==> src/rtl/prime_checker_seq_if.sv <==
// Handshake bundle for prime_checker_seq: candidate input channel and verdict output channel.
interface prime_checker_seq_if #(
    parameter int WIDTH = 8
);
    logic             in_valid;
    logic             in_ready;
    logic [WIDTH-1:0] in_num;
    logic             out_valid;
    logic             out_ready;
    logic [WIDTH-1:0] out_num;
    logic             out_is_prime;
    logic [WIDTH-1:0] out_divisor;

    modport master (
        output in_valid,
        input  in_ready,
        output in_num,
        input  out_valid,
        output out_ready,
        input  out_num,
        input  out_is_prime,
        input  out_divisor
    );

    modport slave (
        input  in_valid,
        output in_ready,
        input  in_num,
        output out_valid,
        input  out_ready,
        output out_num,
        output out_is_prime,
        output out_divisor
    );
endinterface

==> src/rtl/prime_checker_seq.sv <==
// Sequential trial-division primality tester, one divisor per clock.
// Optional macro PRIME_LEGACY_01_EN: report 0 and 1 as prime, matching the generator listing.
module prime_checker_seq #(
    parameter int WIDTH = 8
) (
    input  logic                 clk,
    input  logic                 rst_n,
    prime_checker_seq_if.slave   bus,
    output logic                 busy
);

    typedef enum logic [1:0] {
        IDLE  = 2'd0,
        CHECK = 2'd1,
        DONE  = 2'd2
    } state_t;

    state_t             state_q, state_d;
    logic [WIDTH-1:0]   n_q, n_d;
    logic [WIDTH-1:0]   d_q, d_d;
    logic               prime_q, prime_d;
    logic [WIDTH-1:0]   div_q, div_d;

    logic [2*WIDTH-1:0] dSq;
    logic [2*WIDTH-1:0] nExt;
    logic [WIDTH-1:0]   rem;
    logic               smallPrime;

    // Square at double width so the d*d > n test never overflows.
    assign dSq  = {{WIDTH{1'b0}}, d_q} * {{WIDTH{1'b0}}, d_q};
    assign nExt = {{WIDTH{1'b0}}, n_q};
    assign rem  = n_q % d_q;

`ifdef PRIME_LEGACY_01_EN
    assign smallPrime = 1'b1;
`else
    assign smallPrime = 1'b0;
`endif

    always_ff @(posedge clk or negedge rst_n) begin
        if (!rst_n) begin
            state_q <= IDLE;
            n_q     <= '0;
            d_q     <= WIDTH'(2);
            prime_q <= 1'b0;
            div_q   <= '0;
        end else begin
            state_q <= state_d;
            n_q     <= n_d;
            d_q     <= d_d;
            prime_q <= prime_d;
            div_q   <= div_d;
        end
    end

    always_comb begin
        state_d = state_q;
        n_d     = n_q;
        d_d     = d_q;
        prime_d = prime_q;
        div_d   = div_q;
        case (state_q)
            IDLE: begin
                if (bus.in_valid) begin
                    n_d     = bus.in_num;
                    d_d     = WIDTH'(2);
                    state_d = CHECK;
                end
            end
            CHECK: begin
                // Priority: tiny n, then d past sqrt(n), then divisibility, else next d.
                if (n_q < WIDTH'(2)) begin
                    prime_d = smallPrime;
                    div_d   = '0;
                    state_d = DONE;
                end else if (dSq > nExt) begin
                    prime_d = 1'b1;
                    div_d   = '0;
                    state_d = DONE;
                end else if (rem == '0) begin
                    prime_d = 1'b0;
                    div_d   = d_q;
                    state_d = DONE;
                end else begin
                    d_d = d_q + WIDTH'(1);
                end
            end
            DONE: begin
                if (bus.out_ready) begin
                    state_d = IDLE;
                end
            end
            default: begin
                state_d = IDLE;
            end
        endcase
    end

    assign bus.in_ready     = (state_q == IDLE);
    assign bus.out_valid    = (state_q == DONE);
    assign bus.out_num      = n_q;
    assign bus.out_is_prime = prime_q;
    assign bus.out_divisor  = div_q;
    assign busy             = (state_q == CHECK);

endmodule

==> src/flat_wrapper.sv <==
// flat-port wrapper written by rule: the top's interface ports become plain ports
module prime_checker_seq_flat 
#(
    parameter int WIDTH = 8
)
  (clk, rst_n, busy, bus_in_valid, bus_in_ready, bus_in_num, bus_out_valid, bus_out_ready, bus_out_num, bus_out_is_prime, bus_out_divisor);
  prime_checker_seq_if #(.WIDTH(WIDTH)) bus_i ();
  input  logic clk;
  input  logic rst_n;
  output logic busy;
  input wire logic [$bits(bus_i.in_valid)-1:0] bus_in_valid;
  output wire logic [$bits(bus_i.in_ready)-1:0] bus_in_ready;
  input wire logic [$bits(bus_i.in_num)-1:0] bus_in_num;
  output wire logic [$bits(bus_i.out_valid)-1:0] bus_out_valid;
  input wire logic [$bits(bus_i.out_ready)-1:0] bus_out_ready;
  output wire logic [$bits(bus_i.out_num)-1:0] bus_out_num;
  output wire logic [$bits(bus_i.out_is_prime)-1:0] bus_out_is_prime;
  output wire logic [$bits(bus_i.out_divisor)-1:0] bus_out_divisor;
  assign bus_i.in_valid = bus_in_valid;
  assign bus_in_ready = bus_i.in_ready;
  assign bus_i.in_num = bus_in_num;
  assign bus_out_valid = bus_i.out_valid;
  assign bus_i.out_ready = bus_out_ready;
  assign bus_out_num = bus_i.out_num;
  assign bus_out_is_prime = bus_i.out_is_prime;
  assign bus_out_divisor = bus_i.out_divisor;
  prime_checker_seq #(.WIDTH(WIDTH)) u_core (.clk(clk), .rst_n(rst_n), .bus(bus_i), .busy(busy));
endmodule
==> config.mk <==
export PLATFORM = sky130hd
export DESIGN_NAME = prime_checker_seq_flat
export DESIGN_NICKNAME = d
export VERILOG_FILES = /design/src/rtl/prime_checker_seq_if.sv /design/src/rtl/prime_checker_seq.sv /design/src/flat_wrapper.sv
export SDC_FILE = /design/constraint.sdc
export NUM_CORES = 1
export LEC_CHECK = 0
export ABC_AREA = 1
export CORE_MARGIN = 2
export CORE_UTILIZATION = 45
export CTS_CLUSTER_DIAMETER = 60
export DETAILED_ROUTE_END_ITERATION = 7
export PLACE_DENSITY = 0.73
export SETUP_SLACK_MARGIN = 0.2
export SYNTH_ARGS = -nofsm -noshare
export SYNTH_HDL_FRONTEND = slang
export SYNTH_SLANG_ARGS = --single-unit
==> constraint.sdc <==
create_clock -name clk -period 26.5 [get_ports clk]
set_input_delay 6.625 -clock clk [delete_from_list [all_inputs] [get_ports clk]]
set_output_delay 6.625 -clock clk [all_outputs]
set_load 0.03 [all_outputs]
==> results of run 1 <==
## through the flow
step | setup WS, ps | utilization (%) | cell area [µm²]
floorplan | 17260 | - | 5220
global placement | 16490 | 49.7 | 5650
detailed placement | 16250 | 49.7 | 5650
CTS | 16210 | 50.4 | 5730
global route | 15160 | 50.4 | 5730
finish | 16080 | 50.4 | 5730
## Yosys cell counts, drive strengths merged (2+ instances only)
master	count
ha	76
nand3	71
o211ai	2
xnor2	13
inv	126
nand4	12
fa	26
o21ai	17
and2	6
clkbuf	13
o21a	3
o21bai	3
dfrtp	26
xor2	29
nand2	199
nor2	72
nor3	10
a21oi	40
a31oi	2
buf	3
a211oi	2
a21o	4
or2	6
## state kept, by name (all words and copies together) (netlist names)
register	cells
u_core.bus.out_divisor	8
u_core.bus.out_is_prime	1
u_core.bus.out_num	8
u_core.d_q	8
u_core.state_q	2
## area by class of cell
class	instances	area, µm²
flip-flops and latches	27	677
inverters	126	475
multi-input cells	599	3990
well taps	143	179
repair buffers	33	325
clock inverters	1	8.76
fillers	1148	5640
clock buffers	3	75.1
## worst paths after layout
check,end,cells past startpoint
setup / recovery,u_core.bus.out_divisor[2],73
hold / removal,u_core.bus.out_divisor[6],2
setup reg to reg,u_core.bus.out_divisor[2],73
hold reg to reg,u_core.bus.out_divisor[6],2
max in group asynchronous,u_core.d_q[1],2
min in group asynchronous,u_core.bus.out_num[1],2
## worst register-to-register path: cells and delay by family (launching register included)
kind / cells / cell delay, ps
AND/OR/NAND/NOR: 47 / 4880
adder cells (fa/ha/maj): 8 / 2500
AO/OA/AOI/OAI: 8 / 1350
buffers and inverters: 9 / 950
flip-flops: 1 / 510
XOR/XNOR: 1 / 180
## cells by family after synthesis
kind of cell,share of synthesized area (%)
fa+ha+maj,28.2
compound gates,8.59
buf+inv,10.5
simple gates,32.7
xor+xnor,7.05
flops,13.0
## metal layers
| metal | global-route usage (%) | share of wire (%) |
|---|---|---|
| met4 | 4.28 | 1.9 |
| met1 | 29.0 | 48 |
| met5 | 0 | 0 |
| met2 | 33.5 | 45 |
| met3 | 1.91 | 4.6 |
==> impl_metrics.ini, run 1 <==
[critical_path]
arrival_ps = 10580
start_kind = register
timing.rr.start = u_core.d_q[0]
slowest_delay_ps = 510
cp-end-kind = register
cp_max_fo = 13
required_ps = 26660
critPathTopFamily = simple AND/OR/NAND/NOR gates
crit_start = u_core.d_q[0]
crit_type = reg -> reg
reg2reg_slack_ps = 16080
crit_buf_inv = 9
cp_common_cell = nand2_1
slowest_stage = dfrtp_1

[sta]
holdWs_ps = 482
slew_headroom_pct = 28.0
tightest_slew_ps = 1080
period_needed_ps = 10420
finalHoldViolCount = 0
max_freq_mhz = 96.0
setup_tns_ps = 0
clock_skew_ps = 3.77
setup_viol = 0
fin_crit_sh_pct = 39.3
rsz0062_at_grt = false
maxSlewViolCount = 0

[floorplanning]
die_h_um = 112
coreArea_mm2 = 0.0114
ios = 32
placementRows = 39
initial_core_util_pct = 45.9
fp.dieArea_mm2 = 0.0125
die_x_um = 112

[drt]
final_antenna_net_count = 0
drt-initial-drc-count = 397
wl_per_cell_um = 13.3
routed_via_density = 5.23
wl_mm = 12.4
drc = 0
dr.pass1.iters = 7
vias = 4877

[min_path]
min_path_type = reg -> reg
hold_start = u_core.bus.out_divisor[6]

[job]
maxCapViolations = 0

[synthesis]
synth_warnings = 0
synthFlopType = dfrtp_1
syn_nets = 882
synth-edff-count = 0
netlist_top_cells_area = ha_1 18%, nand2_1 14%, dfrtp_1 12%, fa_1 10%, inv_1 8.7%
netlist_area_mm2 = 0.00522
ys_seq_area_share_pct = 13.0
postSynthCellCount = 768
synth_top_cell_area_share_pct = 18.2
synth_cell_types = 46
avgSynthCellArea_um2 = 6.79
ys_ff_latch = 27
async_flop_share_pct = 100
synth_largest_area_cell = ha_1

[clock_tree]
numCtsBuffers = 3
cts_root_buffer = clkbuf_16
worstSkewPairLatency_ps = 270
cts_resized = 0
htreeDepth = 1
cts_tree = done
clkTransAtPathRegs_ps = 70
postCtsSetupBuffers = 0
cts_sinks = 27
hold_buffers = 0
cts_buffer_depth = 2

[layout]
drive_above_1_share_pct = 5.32
diodes = 0
fin_nets = 904
stdcell_count = 932
syn_to_final_growth_pct = 9.93
final_cell_mix = 191 x nand2_1, 121 x inv_1, 76 x ha_1
mostFrequentLayoutCell = nand2_1

[grt]
grt_pass1_wl_mm = 21.2
first_global_vias = 4582
grt_use_total_pct = 20.3
overflow = 0
antenna_found_initial = 0
grt_max_degree = 28

[place]
dp.cells = 928
gp_congestion = 0.976
port_buffers = 31
hpwl_mm = 10.2

[run_status]
status = finished clean
Power of run 1 is not shown: default switching activity piles up to over one toggle a cycle in this logic, so the estimate is an artifact.
==> run 2, diff against run 1 <==
==> constraint.sdc (replaced) <==
create_clock -name clk -period 9.9 [get_ports clk]
set_input_delay 2.475 -clock clk [delete_from_list [all_inputs] [get_ports clk]]
set_output_delay 2.475 -clock clk [all_outputs]
set_load 0.03 [all_outputs]
==> impl_metrics.ini, run 2 (synthesis gave the netlist of run 1 again) <==
[run_status]
status = finished clean

[clock_tree]
cts_buffer_depth = 2
clkTransAtPathRegs_ps = 70
htreeDepth = 1
cts_sinks = 27
cts_tree = done
numCtsBuffers = 3
worstSkewPairLatency_ps = 260
cts_root_buffer = clkbuf_16
hold_buffers = 0

[layout]
finalInstanceArea_mm2 = 0.00647
syn_to_final_growth_pct = 24.1
final_util_pct = 56.9
mostFrequentLayoutCell = nand2_1
drive_above_1_share_pct = 18.1
final_cell_mix = 171 x nand2_1, 120 x inv_1, 59 x nor2_1, 59 x nand3_1, 54 x ha_1
fin_nets = 927
fillCellCount = 1069
regArea_um2 = 677
multi_input_area_mm2 = 0.00457
diodes = 0

[sta]
tightest_slew_ps = 1250
holdWs_ps = 480
fin_crit_sh_pct = 92.7
slew_headroom_pct = 16.3
clock_skew_ps = 2.66
period_needed_ps = 9170
setup_tns_ps = 0
rsz0062_at_grt = false
max_freq_mhz = 109
finalHoldViolCount = 0
setup_viol = 0
maxSlewViolCount = 0

[critical_path]
reg2reg_depth = 70
required_ps = 10100
cp_max_fo = 7
cp-end-kind = register
reg2reg_slack_ps = 730
arrival_ps = 9370
crit_start = u_core.d_q[6]
timing.rr.start = u_core.d_q[6]
slowest_stage = dfrtp_1
cp_common_cell = nand2_1
r2r-end = u_core.bus.out_divisor[6]
endpoint = u_core.bus.out_divisor[6]
crit_type = reg -> reg
slowest_delay_ps = 410
start_kind = register

[drt]
vias = 5118
drt-initial-drc-count = 536
wl_mm = 13.7
dr.pass1.iters = 8
drc = 0
final_antenna_net_count = 0
routed_via_density = 5.36
wl_per_cell_um = 14.3

[grt]
grt_max_degree = 28
grt-busiest-layer = met2
grt_use_met1_pct = 30.4
overflow = 0
first_global_vias = 4575
grt_use_met3_pct = 1.69
met2_usage_pct = 33.9
grt_use_total_pct = 20.6
grt_pass1_wl_mm = 21.5
antenna_found_initial = 0

[place]
port_buffers = 31
gp_congestion = 0.927
place_area_mm2 = 0.00574
hpwl_mm = 10.1

[floorplanning]
coreArea_mm2 = 0.0114
initial_core_util_pct = 45.9
placementRows = 39
die_x_um = 112
ios = 32
die_h_um = 112
fp.dieArea_mm2 = 0.0125

[min_path]
min_path_type = reg -> reg

[job]
maxCapViolations = 0
## run 2: critical path, delay by kind of cell, from the launching register on
kind	cells	cell delay, ps
and+or+nand+nor	46	4790
adders and majority gates	7	1720
AOI/OAI and AO/OA	8	1270
buffers and inverters	8	780
DFF	1	410
xor gates and xnor gates	1	120
## run 2: what timing repair did
action | CTS | global route
cloned | 0 | 2
setup endpoints to repair | 1 | 19
pin swaps | 0 | 36
gates resized for setup | 1 | 106
buffers inserted | 0 | 9
## run 2: how the worst min path moves through the flow
| stage | to | cells past startpoint | start | slack (ps) |
|---|---|---|---|---|
| after global placement | u_core.bus.out_divisor[0] | 2 | u_core.bus.out_divisor[0] | 470 |
| after CTS | u_core.bus.out_divisor[7] | 2 | u_core.bus.out_divisor[7] | 480 |
| final | u_core.bus.out_divisor[7] | 2 | u_core.bus.out_divisor[7] | 480 |
| after floorplan | u_core.state_q[1] | 1 | u_core.state_q[0] | 470 |
| after global routing | u_core.bus.out_divisor[1] | 2 | u_core.bus.out_divisor[1] | 500 |
| after detailed placement | u_core.bus.out_divisor[0] | 2 | u_core.bus.out_divisor[0] | 460 |
## run 2: per-layer routing
metal | wire length [µm] | part of all wire, %
met1 | 6480 | 47
met2 | 6430 | 47
met3 | 621 | 4.5
met4 | 165 | 1.2
met5 | 0 | 0
## run 2: final cells by class
class	instances	area share, %
tap	143	2.76
sequential	27	10.5
clock buffer	4	1.22
multi-input combinational	601	70.5
inverter	126	7.46
timing repair buffer	54	7.58
## run 2: stage by stage
stage               std cells  worst slack (ps)
global route              955              49.3
detailed placement        940               224
finish                    955               726
floorplan                 768               660
global placement          940               389
CTS                       944               222
Power of run 2 is left out for the same reason.
